--- src/rtl/grid_cell_mem_if.sv ---
// grid_cell_mem_if: cell write port between the editing logic (master) and
// the cell store (slave). busy reports a clear-all sweep in progress.
interface grid_cell_mem_if;
    logic       wr_req;
    logic [1:0] wr_op;
    logic [4:0] wr_col;
    logic [3:0] wr_row;
    logic       wr_ack;
    logic       busy;

    modport master (
        output wr_req, wr_op, wr_col, wr_row,
        input  wr_ack, busy
    );

    modport slave (
        input  wr_req, wr_op, wr_col, wr_row,
        output wr_ack, busy
    );
endinterface

--- src/rtl/grid_cell_mem.sv ---
// grid_cell_mem: one-bit-per-cell store for a COLS x ROWS grid of 2**CELL_LOG2
// pixel cells, with a two-tick read pipeline feeding the pixel generator and a
// req/ack write port (clear, set, toggle, clear-all sweep).
// Optional: define GRID_POPCOUNT_EN to add the set_count output (cells set).
module grid_cell_mem #(
    parameter int unsigned COLS      = 20,
    parameter int unsigned ROWS      = 15,
    parameter int unsigned CELL_LOG2 = 5
) (
    input  logic           clk,
    input  logic           rst_n,
    input  logic           pclk_en,
    input  logic           valid_in,
    input  logic [9:0]     h_cnt_in,
    input  logic [9:0]     v_cnt_in,
    output logic           valid_out,
    output logic [9:0]     h_cnt_out,
    output logic [9:0]     v_cnt_out,
    output logic           mem_pixel,
`ifdef GRID_POPCOUNT_EN
    output logic [8:0]     set_count,
`endif
    grid_cell_mem_if.slave wr
);

    localparam int unsigned IdxW = 10 - CELL_LOG2;
    localparam int unsigned RowW = (ROWS > 1) ? $clog2(ROWS) : 1;

    localparam logic [1:0] OpClear    = 2'b00;
    localparam logic [1:0] OpSet      = 2'b01;
    localparam logic [1:0] OpToggle   = 2'b10;
    localparam logic [1:0] OpClearAll = 2'b11;

    typedef enum logic [0:0] {StIdle, StClear} state_e;

    state_e          state_q;
    logic [RowW-1:0] clr_row_q;
    logic            busy_q;

    logic [COLS-1:0] cells_q [ROWS];
    logic [COLS-1:0] cells_d [ROWS];

    logic            wr_accept;
    logic            cell_op;

    // Requests are only taken in IDLE; during a sweep they stay pending.
    assign wr_accept = wr.wr_req && (state_q == StIdle);
    assign cell_op   = wr_accept && (wr.wr_op != OpClearAll);
    assign wr.wr_ack = wr_accept;
    assign wr.busy   = busy_q;

    // Next cell contents: single-cell edits in IDLE, one row zeroed per clk in CLEAR.
    // Out-of-range targets match no cell and so change nothing.
    always_comb begin
        for (int r = 0; r < ROWS; r++) begin
            cells_d[r] = cells_q[r];
            if (state_q == StClear && clr_row_q == RowW'(r)) begin
                cells_d[r] = '0;
            end
            for (int c = 0; c < COLS; c++) begin
                if (cell_op && wr.wr_row == 4'(r) && wr.wr_col == 5'(c)) begin
                    case (wr.wr_op)
                        OpClear:  cells_d[r][c] = 1'b0;
                        OpSet:    cells_d[r][c] = 1'b1;
                        OpToggle: cells_d[r][c] = ~cells_q[r][c];
                        default:  cells_d[r][c] = cells_q[r][c];
                    endcase
                end
            end
        end
    end

    // Cell storage.
    always_ff @(posedge clk or negedge rst_n) begin
        if (!rst_n) begin
            for (int r = 0; r < ROWS; r++) begin
                cells_q[r] <= '0;
            end
        end else begin
            for (int r = 0; r < ROWS; r++) begin
                cells_q[r] <= cells_d[r];
            end
        end
    end

    // Write control FSM: accept edits in IDLE, sweep rows 0..ROWS-1 in CLEAR.
    always_ff @(posedge clk or negedge rst_n) begin
        if (!rst_n) begin
            state_q   <= StIdle;
            clr_row_q <= '0;
            busy_q    <= 1'b0;
        end else begin
            case (state_q)
                StIdle: begin
                    if (wr_accept && wr.wr_op == OpClearAll) begin
                        state_q   <= StClear;
                        clr_row_q <= '0;
                        busy_q    <= 1'b1;
                    end
                end
                StClear: begin
                    if (clr_row_q == RowW'(ROWS - 1)) begin
                        state_q <= StIdle;
                        busy_q  <= 1'b0;
                    end else begin
                        clr_row_q <= clr_row_q + RowW'(1);
                    end
                end
                default: begin
                    state_q <= StIdle;
                    busy_q  <= 1'b0;
                end
            endcase
        end
    end

    // ---------------------------------------------------------------------
    // Read pipeline
    // ---------------------------------------------------------------------
    logic [IdxW-1:0] rd_row;
    logic [IdxW-1:0] rd_col;
    logic [COLS-1:0] rd_word;

    logic [COLS-1:0] s1_word_q;
    logic [IdxW-1:0] s1_col_q;
    logic            s1_valid_q;
    logic [9:0]      s1_h_q;
    logic [9:0]      s1_v_q;
    logic            s1_bit;

    logic            s2_valid_q;
    logic [9:0]      s2_h_q;
    logic [9:0]      s2_v_q;
    logic            s2_pix_q;

    assign rd_row = v_cnt_in[9:CELL_LOG2];
    assign rd_col = h_cnt_in[9:CELL_LOG2];

    // Stage-1 row select; rows below the grid read as an all-zero word.
    always_comb begin
        rd_word = '0;
        for (int r = 0; r < ROWS; r++) begin
            if (rd_row == IdxW'(r)) begin
                rd_word = cells_q[r];
            end
        end
    end

    // Stage-2 bit select; columns right of the grid read as zero.
    always_comb begin
        s1_bit = 1'b0;
        for (int c = 0; c < COLS; c++) begin
            if (s1_col_q == IdxW'(c)) begin
                s1_bit = s1_word_q[c];
            end
        end
    end

    // Two pipeline stages advancing on pixel ticks; stage 1 samples the
    // pre-write row, so a same-edge write shows up one tick later.
    always_ff @(posedge clk or negedge rst_n) begin
        if (!rst_n) begin
            s1_word_q  <= '0;
            s1_col_q   <= '0;
            s1_valid_q <= 1'b0;
            s1_h_q     <= '0;
            s1_v_q     <= '0;
            s2_valid_q <= 1'b0;
            s2_h_q     <= '0;
            s2_v_q     <= '0;
            s2_pix_q   <= 1'b0;
        end else if (pclk_en) begin
            s1_word_q  <= rd_word;
            s1_col_q   <= rd_col;
            s1_valid_q <= valid_in;
            s1_h_q     <= h_cnt_in;
            s1_v_q     <= v_cnt_in;
            s2_valid_q <= s1_valid_q;
            s2_h_q     <= s1_h_q;
            s2_v_q     <= s1_v_q;
            s2_pix_q   <= s1_bit;
        end
    end

    assign valid_out = s2_valid_q;
    assign h_cnt_out = s2_h_q;
    assign v_cnt_out = s2_v_q;
    assign mem_pixel = s2_pix_q;

`ifdef GRID_POPCOUNT_EN
    logic [8:0] count_q;
    logic       cur_bit;
    logic       cell_hit;

    // Old value of the addressed cell; cell_hit stays low for out-of-range targets.
    always_comb begin
        cur_bit  = 1'b0;
        cell_hit = 1'b0;
        for (int r = 0; r < ROWS; r++) begin
            for (int c = 0; c < COLS; c++) begin
                if (wr.wr_row == 4'(r) && wr.wr_col == 5'(c)) begin
                    cell_hit = 1'b1;
                    cur_bit  = cells_q[r][c];
                end
            end
        end
    end

    // Count only edits that actually flip a cell; clear-all zeroes it on entry to CLEAR.
    always_ff @(posedge clk or negedge rst_n) begin
        if (!rst_n) begin
            count_q <= '0;
        end else if (wr_accept) begin
            if (wr.wr_op == OpClearAll) begin
                count_q <= '0;
            end else if (cell_hit) begin
                case (wr.wr_op)
                    OpSet:    if (!cur_bit) count_q <= count_q + 9'd1;
                    OpClear:  if (cur_bit) count_q <= count_q - 9'd1;
                    OpToggle: count_q <= cur_bit ? (count_q - 9'd1) : (count_q + 9'd1);
                    default:  count_q <= count_q;
                endcase
            end
        end
    end

    assign set_count = count_q;
`endif

endmodule

--- src/flat_wrapper.sv ---
// flat-port wrapper written by rule: the top's interface ports become plain ports
module grid_cell_mem_flat 
#(
    parameter int unsigned COLS      = 20,
    parameter int unsigned ROWS      = 15,
    parameter int unsigned CELL_LOG2 = 5
)
  (clk, rst_n, pclk_en, valid_in, h_cnt_in, v_cnt_in, valid_out, h_cnt_out, v_cnt_out, mem_pixel, wr_wr_req, wr_wr_op, wr_wr_col, wr_wr_row, wr_wr_ack, wr_busy);
  grid_cell_mem_if wr_i ();
  input  logic clk;
  input  logic rst_n;
  input  logic pclk_en;
  input  logic valid_in;
  input  logic [9:0] h_cnt_in;
  input  logic [9:0] v_cnt_in;
  output logic valid_out;
  output logic [9:0] h_cnt_out;
  output logic [9:0] v_cnt_out;
  output logic mem_pixel;
  input wire logic [$bits(wr_i.wr_req)-1:0] wr_wr_req;
  input wire logic [$bits(wr_i.wr_op)-1:0] wr_wr_op;
  input wire logic [$bits(wr_i.wr_col)-1:0] wr_wr_col;
  input wire logic [$bits(wr_i.wr_row)-1:0] wr_wr_row;
  output wire logic [$bits(wr_i.wr_ack)-1:0] wr_wr_ack;
  output wire logic [$bits(wr_i.busy)-1:0] wr_busy;
  assign wr_i.wr_req = wr_wr_req;
  assign wr_i.wr_op = wr_wr_op;
  assign wr_i.wr_col = wr_wr_col;
  assign wr_i.wr_row = wr_wr_row;
  assign wr_wr_ack = wr_i.wr_ack;
  assign wr_busy = wr_i.busy;
  grid_cell_mem #(.COLS(COLS), .ROWS(ROWS), .CELL_LOG2(CELL_LOG2)) u_core (.clk(clk), .rst_n(rst_n), .pclk_en(pclk_en), .valid_in(valid_in), .h_cnt_in(h_cnt_in), .v_cnt_in(v_cnt_in), .valid_out(valid_out), .h_cnt_out(h_cnt_out), .v_cnt_out(v_cnt_out), .mem_pixel(mem_pixel), .wr(wr_i));
endmodule
--- config.mk ---
export PLATFORM = sky130hd
export DESIGN_NAME = grid_cell_mem_flat
export DESIGN_NICKNAME = d
export VERILOG_FILES = /design/src/rtl/grid_cell_mem_if.sv /design/src/rtl/grid_cell_mem.sv /design/src/flat_wrapper.sv
export SDC_FILE = /design/constraint.sdc
export NUM_CORES = 1
export LEC_CHECK = 0
export CAP_MARGIN = 10
export CORE_MARGIN = 2
export CORE_UTILIZATION = 55
export DETAILED_ROUTE_END_ITERATION = 7
export PLACE_DENSITY = 0.75
export SLEW_MARGIN = 10
export SYNTH_ARGS = -nofsm -noshare
export SYNTH_HDL_FRONTEND = slang
export SYNTH_SLANG_ARGS = --single-unit
--- constraint.sdc ---
create_clock -name clk -period 1.8 [get_ports clk]
set_input_delay 0.36 -clock clk [delete_from_list [all_inputs] [get_ports clk]]
set_output_delay 0.36 -clock clk [all_outputs]
set_load 0.005 [all_outputs]
# == Word level (Yosys, flattened, before mapping) ==
# Index checks and enable logic that the tools add are counted.
# totals
word_cells,2601
regBits,374
in_bits,36
# classes
eq_ne,387
muxes,659
n_bitwise,301
reduce_logical,941
n_addsub,1
# ops
operator,n
$ne A4 B4 Y1 const B,300
$pmux W1 S3,300
$reduce_and A2 Y1,302
$mux W20,30
$reduce_bool A2 Y1,300
$logic_and A1 B1 Y1,333
$mux W1,324
$not A1 Y1,301
$eq A5 B4 Y1 const B,23
$eq A5 B3 Y1 const B,12
$eq A4 B4 Y1 const B,14
$eq A5 B5 Y1 const B,8
$eq A4 B3 Y1 const B,8
$eq A5 B2 Y1 const B,6
$eq A4 B2 Y1 const B,4
$eq A5 B1 Y1 const B,3
$logic_not A5 Y1,3
$eq A4 B1 Y1 const B,2
$logic_not A4 Y1,2
$mux W4,2
$ne A2 B2 Y1 const B,4
$pmux W4 S2,1
$add A4 B1 Y4 const B,1
$eq A2 B2 Y1 const B,2
other kinds (3),4

# == Longest topological paths before layout ==
# Gate-level depths: netlist (run 1).
# logic_depth
word_depth,21
ltp_mapped,9
ltp_nobuf,7

# == Worst setup path after synthesis (run 1) ==
# No wires, ideal clock.
# synth_timing
path_type,input port to flip-flop
startpoint,in wr_wr_op[0]
endpoint,reg u_core.cells_q[251] in the netlist's numbering
arrival_time_ns,1.852
setup_time_ns,0.135
t_required_ns,1.665
cell_stages,7
path_slack_ns,-0.187
path_buffers,1
cell_sequence,ha_1 > or3b_4 > nor3b_2 > nand2_1 > clkbuf_1 > o211ai_1 > o31ai_1
# synth_between
elab_chain_len,6
elab_cells_between_ends,12
cone_classes,4 x eq/ne; 2 x mux; 6 x reduce/logical
# synth_lines
element,line,text
start: declaration,flat_wrapper.sv:21,input wire logic [$bits(wr_i.wr_op)-1:0] wr_wr_op;
$ne A2 B2 Y1,grid_cell_mem.sv:48,assign cell_op = wr_accept && (wr.wr_op != OpClearAll);
$logic_and A1 B1 Y1,grid_cell_mem.sv:48,
$logic_and A1 B1 Y1 (2 in a row),grid_cell_mem.sv:61,if (cell_op && wr.wr_row == 4'(r) && wr.wr_col == 5'(c)) begin
$ne A4 B4 Y1 (no source line) or $reduce_bool A2 Y1 (tied branches),-,
$reduce_and A2 Y1 (no source line),-,
end signal: indexed assignment,grid_cell_mem.sv:81,cells_q[r] <= cells_d[r];
end: declaration,grid_cell_mem.sv:40,logic [COLS-1:0] cells_q [ROWS];
# Several ways; a longest one is shown, not always the timed one.
# A chain may end at the register's enable or synchronous reset.

# == Worst setup path after layout (run 1) ==
# layout_timing
startpoint,reg u_core.state_q
endpoint,reg u_core.cells_q[240] in the netlist's numbering
# layout_between
elab_chain_len,7
elab_cells_between_ends,10
cone_classes,1 x eq/ne; 1 x mux; 1 x bitwise; 7 x reduce/logical
# layout_lines
element,line,text
start: declaration,grid_cell_mem.sv:36,state_e state_q;
start signal: assignment,grid_cell_mem.sv:89,state_q <= StIdle;
start signal: assignment,grid_cell_mem.sv:96,state_q <= StClear;
start signal: assignment,grid_cell_mem.sv:103,state_q <= StIdle;
$not A1 Y1,grid_cell_mem.sv:47,assign wr_accept = wr.wr_req && (state_q == StIdle);
$logic_and A1 B1 Y1,grid_cell_mem.sv:47,
$logic_and A1 B1 Y1,grid_cell_mem.sv:48,
$logic_and A1 B1 Y1 (2 in a row),grid_cell_mem.sv:61,
$ne A4 B4 Y1 (no source line) or $reduce_bool A2 Y1 (tied branches),-,
$reduce_and A2 Y1 (no source line),-,
# Several ways; a longest one is shown, not always the timed one.

==> qor.csv, run 1 <==
stage;metric;value;unit
detailed_routing;wl_per_cell;28.91;µm
setup_path;required;2.25;ns
detailed_routing;vias_per_cell;7.123;
placed_design;gp_congestion;1.081;
pwr;p_switching;6372;µW
timing;worst_slew_pin_slew;0.8172;ns
finish;nFillCells;2903;
die;die_h;203.3;µm
logic_synthesis;ys_types;73;
logic_synthesis;synth_nets;2513;
timing;max_freq;0.4561;GHz
logic_synthesis;synthArstFlopShare;100.0;%
timing;skew;0.02405;ns
setup_path;cp-start-kind;register;
detailed_routing;drc;7;
setup_path;ff2ff_path_depth;7;
setup_path;ff2ff_setup_slack;-0.39;ns
logic_synthesis;syn_inst;2469;
logic_synthesis;synth.yosys.seq_area_share;42.28;%
detailed_routing;vias;22770;
die;die_x;203.3;µm
finish;seq_area;9234;µm²
timing;slew_headroom;45.52;%
global_route;antenna_found_initial;2;
finish;nets;2684;
setup_path;r2r_start;u_core.state_q$_DFF_PN0_;
timing;hold_viol;0;
timing;fin_crit_sh;121.8;%
finish;drive_above_1_share;22.89;%
cts;cts-buffers-inserted;42;
finish;final_area;28200;µm²
detailed_routing;drtIter0Drc;3664;
logic_synthesis;synth-edff-count;0;
finish;area_growth;29.12;%
placed_design;io_buffers;59;
worst_hold_path;hp-class;in2async;
pwr;pwr-share-clk;40.9;%
cts;clk_pin_slew;0.06;ns
cts;clock_tree.buffer_depth;3;
pwr;leakagePower;0.01106;µW
pwr;powerDensity;768.7;nW/µm²
pwr;seq_power_share;40.7;%
die;dieArea;41320;µm²
cts;cts_tree;built;
timing;period_needed;2.193;ns
cts;clock-root-buffer;clkbuf_16;
timing;worst_hold_slack;0.2663;ns
detailed_routing;firstDrtPassIters;8;
setup_path;r2r-end;u_core.cells_q[240]$_DFFE_PN0P_;
die;initial_core_util;55.36;%
setup_path;critPathKind;reg2reg;
finish;utilization;71.47;%
pwr;p_int;15310;µW
global_route;gr-usage-all-layers;41.55;%
placed_design;hpwl;57630;µm
outcome;violations;DRC, setup timing;
placed_design;postPlaceCellArea;25220;µm²
pwr;comb_power_share;18.4;%
die;top_level_ports;60;
logic_synthesis;syn_area_per_cell;8.847;µm²
die;core-area;39460;µm²
global_route;grt_pass1_vias;21130;
pwr;peakVddDrop;588.0;µV
logic_synthesis;yosys_warnings;0;
logic_synthesis;synthesis.area;21840;µm²
flow_run;cap_violations;0;
die;fp-row-count;73;
setup_path;endpoint_kind;register;
setup_path;path_max_fanout;20;
global_route;grt_pass1_wl;130400;µm
global_route;grt-ovfl-total;0;
finish;multiInputGateArea;10960;µm²
timing;drv_slew;0;
timing;grt_setup_unrepaired;true;
timing;setup_ws;-0.3926;ns
cts;cts.sinks;369;
global_route;grt_max_degree;104;
logic_synthesis;ys_seq_elements;369;
detailed_routing;drt_wl_total;92400;µm
timing;setup_violations;279;
logic_synthesis;synth_ff_type;dfrtp_1;
pwr;switching_share;29.39;%
outcome;outcome;finished, violations left;
cts;htree_levels;2;
cts;insertion_delay;0.58;ns
detailed_routing;detail-route-antenna-nets;0;
setup_path;arrival;2.64;ns
==> critical path, stage by stage, from the launching register on <==
cell and delay, ns:
dfrtp_1 0.39, buf_6 0.12, or3b_4 0.41, nor3b_4 0.30, buf_6 0.20, nand2_1 0.10
buf_12 0.19, o31ai_1 0.34
==> metrics by stage <==
stage	setup TNS [ns]	setup WS (ns)	total power, µW	instances
3_5_place_dp	-259.97	-1.071	12520	3067
3_3_place_gp	-244.72	-0.9402	12420	3067
4_1_cts	-47.97	-0.2948	21370	3153
6_report	-63.10	-0.3926	21680	3196
2_1_floorplan	-11.14	-0.08560	10760	2469
5_1_grt	-77.75	-0.4097	22270	3194
==> cells in the mapped netlist, types with 7 or more instances <==
cell type | count | share of area [%]
a31oi_1 | 9 | 0.26
o221a_2 | 7 | 0.36
buf_2 | 48 | 1.1
a22o_1 | 11 | 0.44
nor3b_1 | 13 | 0.45
a21oi_1 | 342 | 7.8
mux4_2 | 7 | 0.72
o22ai_1 | 40 | 1.1
nor2b_1 | 18 | 0.52
ha_1 | 8 | 0.46
a222oi_1 | 10 | 0.46
o31ai_1 | 303 | 10
a22oi_1 | 13 | 0.45
inv_1 | 310 | 5.3
mux2i_1 | 11 | 0.50
o211ai_1 | 305 | 10
a32oi_1 | 11 | 0.44
nand3_1 | 30 | 0.69
a221oi_1 | 12 | 0.48
nand2_1 | 82 | 1.4
nor3_1 | 12 | 0.27
a211oi_1 | 10 | 0.34
a221o_1 | 7 | 0.32
o21ai_0 | 39 | 0.89
a21o_1 | 9 | 0.31
nor2_1 | 31 | 0.53
o221ai_1 | 21 | 0.84
nand2b_1 | 14 | 0.40
dfrtp_1 | 369 | 42
clkbuf_1 | 231 | 4.0
mux2_2 | 58 | 3.0
==> logic make-up after synthesis <==
kind of cell	synth area share (%)
compound gates	36.74
buf+inv	10.63
flops	42.28
simple gates	5.688
mux	4.216
fa+ha+maj	0.4583
==> state kept, by name, indices dropped and copies added (netlist names) <==
signal / cells
u_core.cells_q: 300
u_core.clr_row_q: 4
u_core.h_cnt_out: 10
u_core.mem_pixel: 1
u_core.s1_h_q: 10
u_core.s1_v_q: 10
u_core.s1_valid_q: 1
u_core.s1_word_q: 20
u_core.state_q: 1
u_core.v_cnt_out: 10
u_core.valid_out: 1
u_core.wr.busy: 1
==> power groups by stage <==
stage / Combinational [µW] / Clock, µW / Sequential (µW)
3_5_place_dp: 3560 / 0 / 8960
3_3_place_gp: 3470 / 0 / 8940
6_report: 3980 / 8870 / 8830
5_1_grt: 4180 / 9240 / 8850
4_1_cts: 3690 / 8870 / 8810
2_1_floorplan: 1920 / 0 / 8840
==> cell type report <==
class	instances	area share, %
clock buffer	60	4.397
sequential	369	32.74
antenna	2	0.01775
tap	525	2.329
clock inverter	13	0.5457
inverter	311	4.139
timing repair buffer	415	16.98
multi-input combinational	1501	38.85
==> timing repair <==
action	4_1_cts	5_1_grt
hold buffers	1	0
setup buffers	10	15
gates resized for setup	55	114
gates cloned	3	30
pin swaps	17	32
setup endpoints to repair	333	336
hold endpoints to repair	25	0
==> how the worst max path moves through the flow <==
stage,from,to,slack (ns)
after global routing,u_core.state_q$_DFF_PN0_,u_core.cells_q[119]$_DFFE_PN0P_,-0.41
final,u_core.state_q$_DFF_PN0_,u_core.cells_q[240]$_DFFE_PN0P_,-0.39
after detailed placement,wr_wr_op[1],u_core.cells_q[223]$_DFFE_PN0P_,-1.07
after floorplan,u_core.state_q$_DFF_PN0_,u_core.cells_q[271]$_DFFE_PN0P_,-0.09
after global placement,wr_wr_op[0],u_core.cells_q[223]$_DFFE_PN0P_,-0.94
after CTS,u_core.state_q$_DFF_PN0_,u_core.cells_q[277]$_DFFE_PN0P_,-0.29
==> cell usage in the layout, fill, tap and decap left out, drive strengths merged, types with 4 or more instances in the layout <==
cell,Yosys,routed
a22o,11,11
o31ai,303,303
ha,8,8
nor2b,18,18
nand2,82,82
a211oi,10,10
mux4,7,7
a21oi,342,342
o2bb2ai,6,6
a32oi,11,11
a22oi,13,13
a221o,7,7
clkinv,1,8
a222oi,10,10
nand4,6,6
dfrtp,369,369
nand3,30,30
o22ai,40,40
o221a,7,7
o211ai,305,305
buf,56,340
mux2i,11,11
clkdlybuf4s50,0,49
o21ai,40,40
nor3,14,14
nand2b,14,14
o221ai,21,21
a31oi,9,9
nor3b,17,17
clkbuf,232,82
inv,310,312
nor2,33,33
a221oi,12,12
mux2,58,58
a2111oi,4,4
a21o,9,9
==> routing by layer <==
layer	GRT usage (%)	up-vias	routed length, µm
li1	-	9518	-
met1	52.90	11030	32570
met2	63.82	1808	41480
met3	9.748	413	10960
met4	26.72	0	7386
met5	0	-	0
(Power assumes the default switching activity.)
==> run 2: changes to the inputs <==
==> constraint.sdc (replaced) <==
create_clock -name clk -period 1.95 [get_ports clk]
set_input_delay 0.39 -clock clk [delete_from_list [all_inputs] [get_ports clk]]
set_output_delay 0.39 -clock clk [all_outputs]
set_load 0.005 [all_outputs]
==> run 2 against run 1 <==
- the flow finishes with violations (setup timing)
- core utilization shrank 1.2 points
- register-to-register slack gained 0.08 ns
- combinational power shrank 12%
- flip-flop and latch count is the same
- cell count shrank 1.8%
- count of clock-buffer cells in the layout shrank 1
- final area shrank 1.7%
- worst hold slack gained 0.042 ns
- clock skew grew 0.0036 ns
- power shrank 8.8%
- die area is the same
- via count shrank 1.6%
- critical path type unchanged
==> qor.csv, run 2 (same netlist as run 1, synthesis figures left out) <==
stage;metric;value;unit;change
setup_path;path_buf_inv;3;;unchanged
timing;period_needed;2.259;ns;+0.06649 ns
placed_design;gp_congestion;0.9225;;-15%
timing;slew_headroom;32.37;%;-13 points
timing;worst_hold_slack;0.3085;ns;+0.04223 ns
setup_path;cp_cell_sequence;buf_6 > or3b_4 > nor3b_4 > buf_12 > nand2_8 > buf_12 > o211ai_1 > o31ai_1;;
timing;setup_ws;-0.3091;ns;+0.08351 ns
die;core-area;39460;µm²;unchanged
finish;top_register;u_core.cells_q;;
detailed_routing;wl_per_cell;25.98;µm;-10%
setup_path;critPathSlowestCell;dfrtp_2;;
timing;setup_violations;244;;-13%
setup_path;critPathKind;reg2reg;;
setup_path;path_max_fanout;8;;-60%
setup_path;endpoint_kind;register;;
finish;final_common_cell;dfrtp_1;;
finish;reg.largest.list;u_core.cells_q (300), u_core.s1_word_q (20);;
cts;clk_pin_slew;0.06;ns;about the same
global_route;use_met1;49.15;%;-3.7 points
die;die_x;203.3;µm;unchanged
cts;htree_levels;2;;unchanged
finish;nets;2629;;-2.0%
outcome;outcome;finished, violations left;;
detailed_routing;drt_wl_total;81540;µm;-12%
setup_path;slowest_delay;0.43;ns;+0.02 ns
setup_path;arrival;2.71;ns;+0.07 ns
cts;insertion_delay;0.61;ns;+0.03 ns
global_route;antenna_found_initial;0;;-2
finish;utilization;70.26;%;-1.2 points
placed_design;io_buffers;59;;unchanged
setup_path;cp-start-kind;register;;
cts;clock-root-buffer;clkbuf_16;;
die;die_h;203.3;µm;unchanged
detailed_routing;drtIter0Drc;3772;;+2.9%
die;fp-row-count;73;;unchanged
timing;grt_setup_unrepaired;true;;
die;top_level_ports;60;;unchanged
placed_design;hpwl;49380;µm;-14%
global_route;use_met3;7.191;%;-2.6 points
global_route;grt_max_degree;188;;+81%
setup_path;required;2.40;ns;+0.15 ns
die;initial_core_util;55.36;%;unchanged
timing;max_freq;0.4426;GHz;-2.9%
setup_path;critPathTopFamily;simple AND/OR/NAND/NOR gates;;
flow_run;cap_violations;0;;unchanged
timing;skew;0.02761;ns;+0.003556 ns
global_route;grt-ovfl-total;0;;unchanged
cts;cts-buffers-inserted;42;;unchanged
worst_hold_path;hp-class;in2async;;
finish;largest_reg_flops;300;;unchanged
timing;fin_crit_sh;115.9;%;-6.0 points
cts;cts.sinks;369;;unchanged
detailed_routing;vias;22400;;-1.6%
timing;drv_slew;0;;unchanged
setup_path;crit_top_cell;buf_12;;
finish;drive_above_1_share;21.21;%;-1.7 points
global_route;top_usage_layer;met2;;
timing;setup_tns;-29.68;ns;+33.42 ns
global_route;grt_pass1_vias;20830;;-1.4%
detailed_routing;detail-route-antenna-nets;0;;unchanged
outcome;violations;setup timing;;
detailed_routing;vias_per_cell;7.138;;+0.21%
detailed_routing;drc;0;;-7
pwr;leakagePower;0.01077;µW;-2.6%
global_route;grt_pass1_wl;118400;µm;-9.2%
global_route;grt_util_met2;57.33;%;-6.5 points
detailed_routing;firstDrtPassIters;6;;-2
timing;hold_viol;0;;unchanged
pwr;peakVddDrop;666.4;µV;+13%
finish;area_growth;26.92;%;
finish;final_cell_mix;dfrtp_1 (368), a21oi_1 (342), inv_1 (310), o211ai_1 (305), o31ai_1 (241);;
global_route;gr-usage-all-layers;36.35;%;-5.2 points
pwr;powerDensity;713.0;nW/µm²;-7.2%
cts;clock_tree.buffer_depth;3;;unchanged
die;dieArea;41320;µm²;unchanged
cts;cts_tree;built;;
timing;worst_slew_pin_slew;1.014;ns;+0.1973 ns
run 2: area by class of cell:
cell class | count | area, µm²
clock buffer | 59 | 1225
antenna | 1 | 2.502
inverter | 311 | 1167
clock inverter | 12 | 157.7
multi-input combinational | 1501 | 10950
sequential | 369 | 9235
timing repair buffer | 360 | 4333
tap | 525 | 656.9
fill | 2851 | 11740
run 2: worst paths after layout:
path | startpoint | to | slack, ns | depth (start not counted)
worst max-delay path | u_core.state_q$_DFF_PN0_ | u_core.cells_q[278]$_DFFE_PN0P_ | -0.31 | 8
worst min-delay path | rst_n | u_core.wr.busy$_DFFE_PN0P_ | 0.31 | 2
worst max register to register | u_core.state_q$_DFF_PN0_ | u_core.cells_q[278]$_DFFE_PN0P_ | -0.31 | 8
worst min register to register | u_core.wr.busy$_DFFE_PN0P_ | u_core.wr.busy$_DFFE_PN0P_ | 0.48 | 2
max in group asynchronous | rst_n | u_core.cells_q[199]$_DFFE_PN0P_ | 0.87 | 3
min in group clk | pclk_en | u_core.s1_word_q[3]$_DFFE_PN0P_ | 0.37 | 4
run 2: worst reg2reg max path, cell delays in order, from the launching register on:
cell      delay, ns
dfrtp_2        0.43
buf_6          0.13
or3b_4         0.42
nor3b_4        0.23
buf_12         0.22
nand2_8        0.12
buf_12         0.15
o211ai_1       0.28
o31ai_1        0.14
run 2: power breakdown:
part / switching, µW / internal, µW / leakage, µW / total, µW
Clock: 3450 / 4670 / 0.000682 / 8120
Sequential: 230 / 7910 / 0.00502 / 8140
Combinational: 2180 / 1330 / 0.00506 / 3510
run 2: metal layers:
metal  share of wire (%)  up-vias
met2                  46     1696
li1                    -     9412
met3                  11      387
met4                 6.2        0
met5                   0        -
met1                  37    10910
run 2: metrics by stage:
stage / std cells / total power [µW] / setup WS [ns] / area (µm²)
after global placement: 3025 / 11350 / -1.052 / 24840
after global routing: 3137 / 20350 / -0.3396 / 27720
final: 3138 / 19770 / -0.3091 / 27720
after floorplan: 2469 / 9902 / 0.004941 / 21880
after detailed placement: 3025 / 11450 / -1.150 / 24840
after CTS: 3106 / 19520 / -0.1631 / 26500
run 2: repair_timing:
item,CTS,global route
hold endpoints to repair,35,0
pin swaps,11,33
gates cloned,4,26
setup buffers,5,5
hold buffers,1,0
endpoints found under the setup margin,300,306
resized for setup,40,124
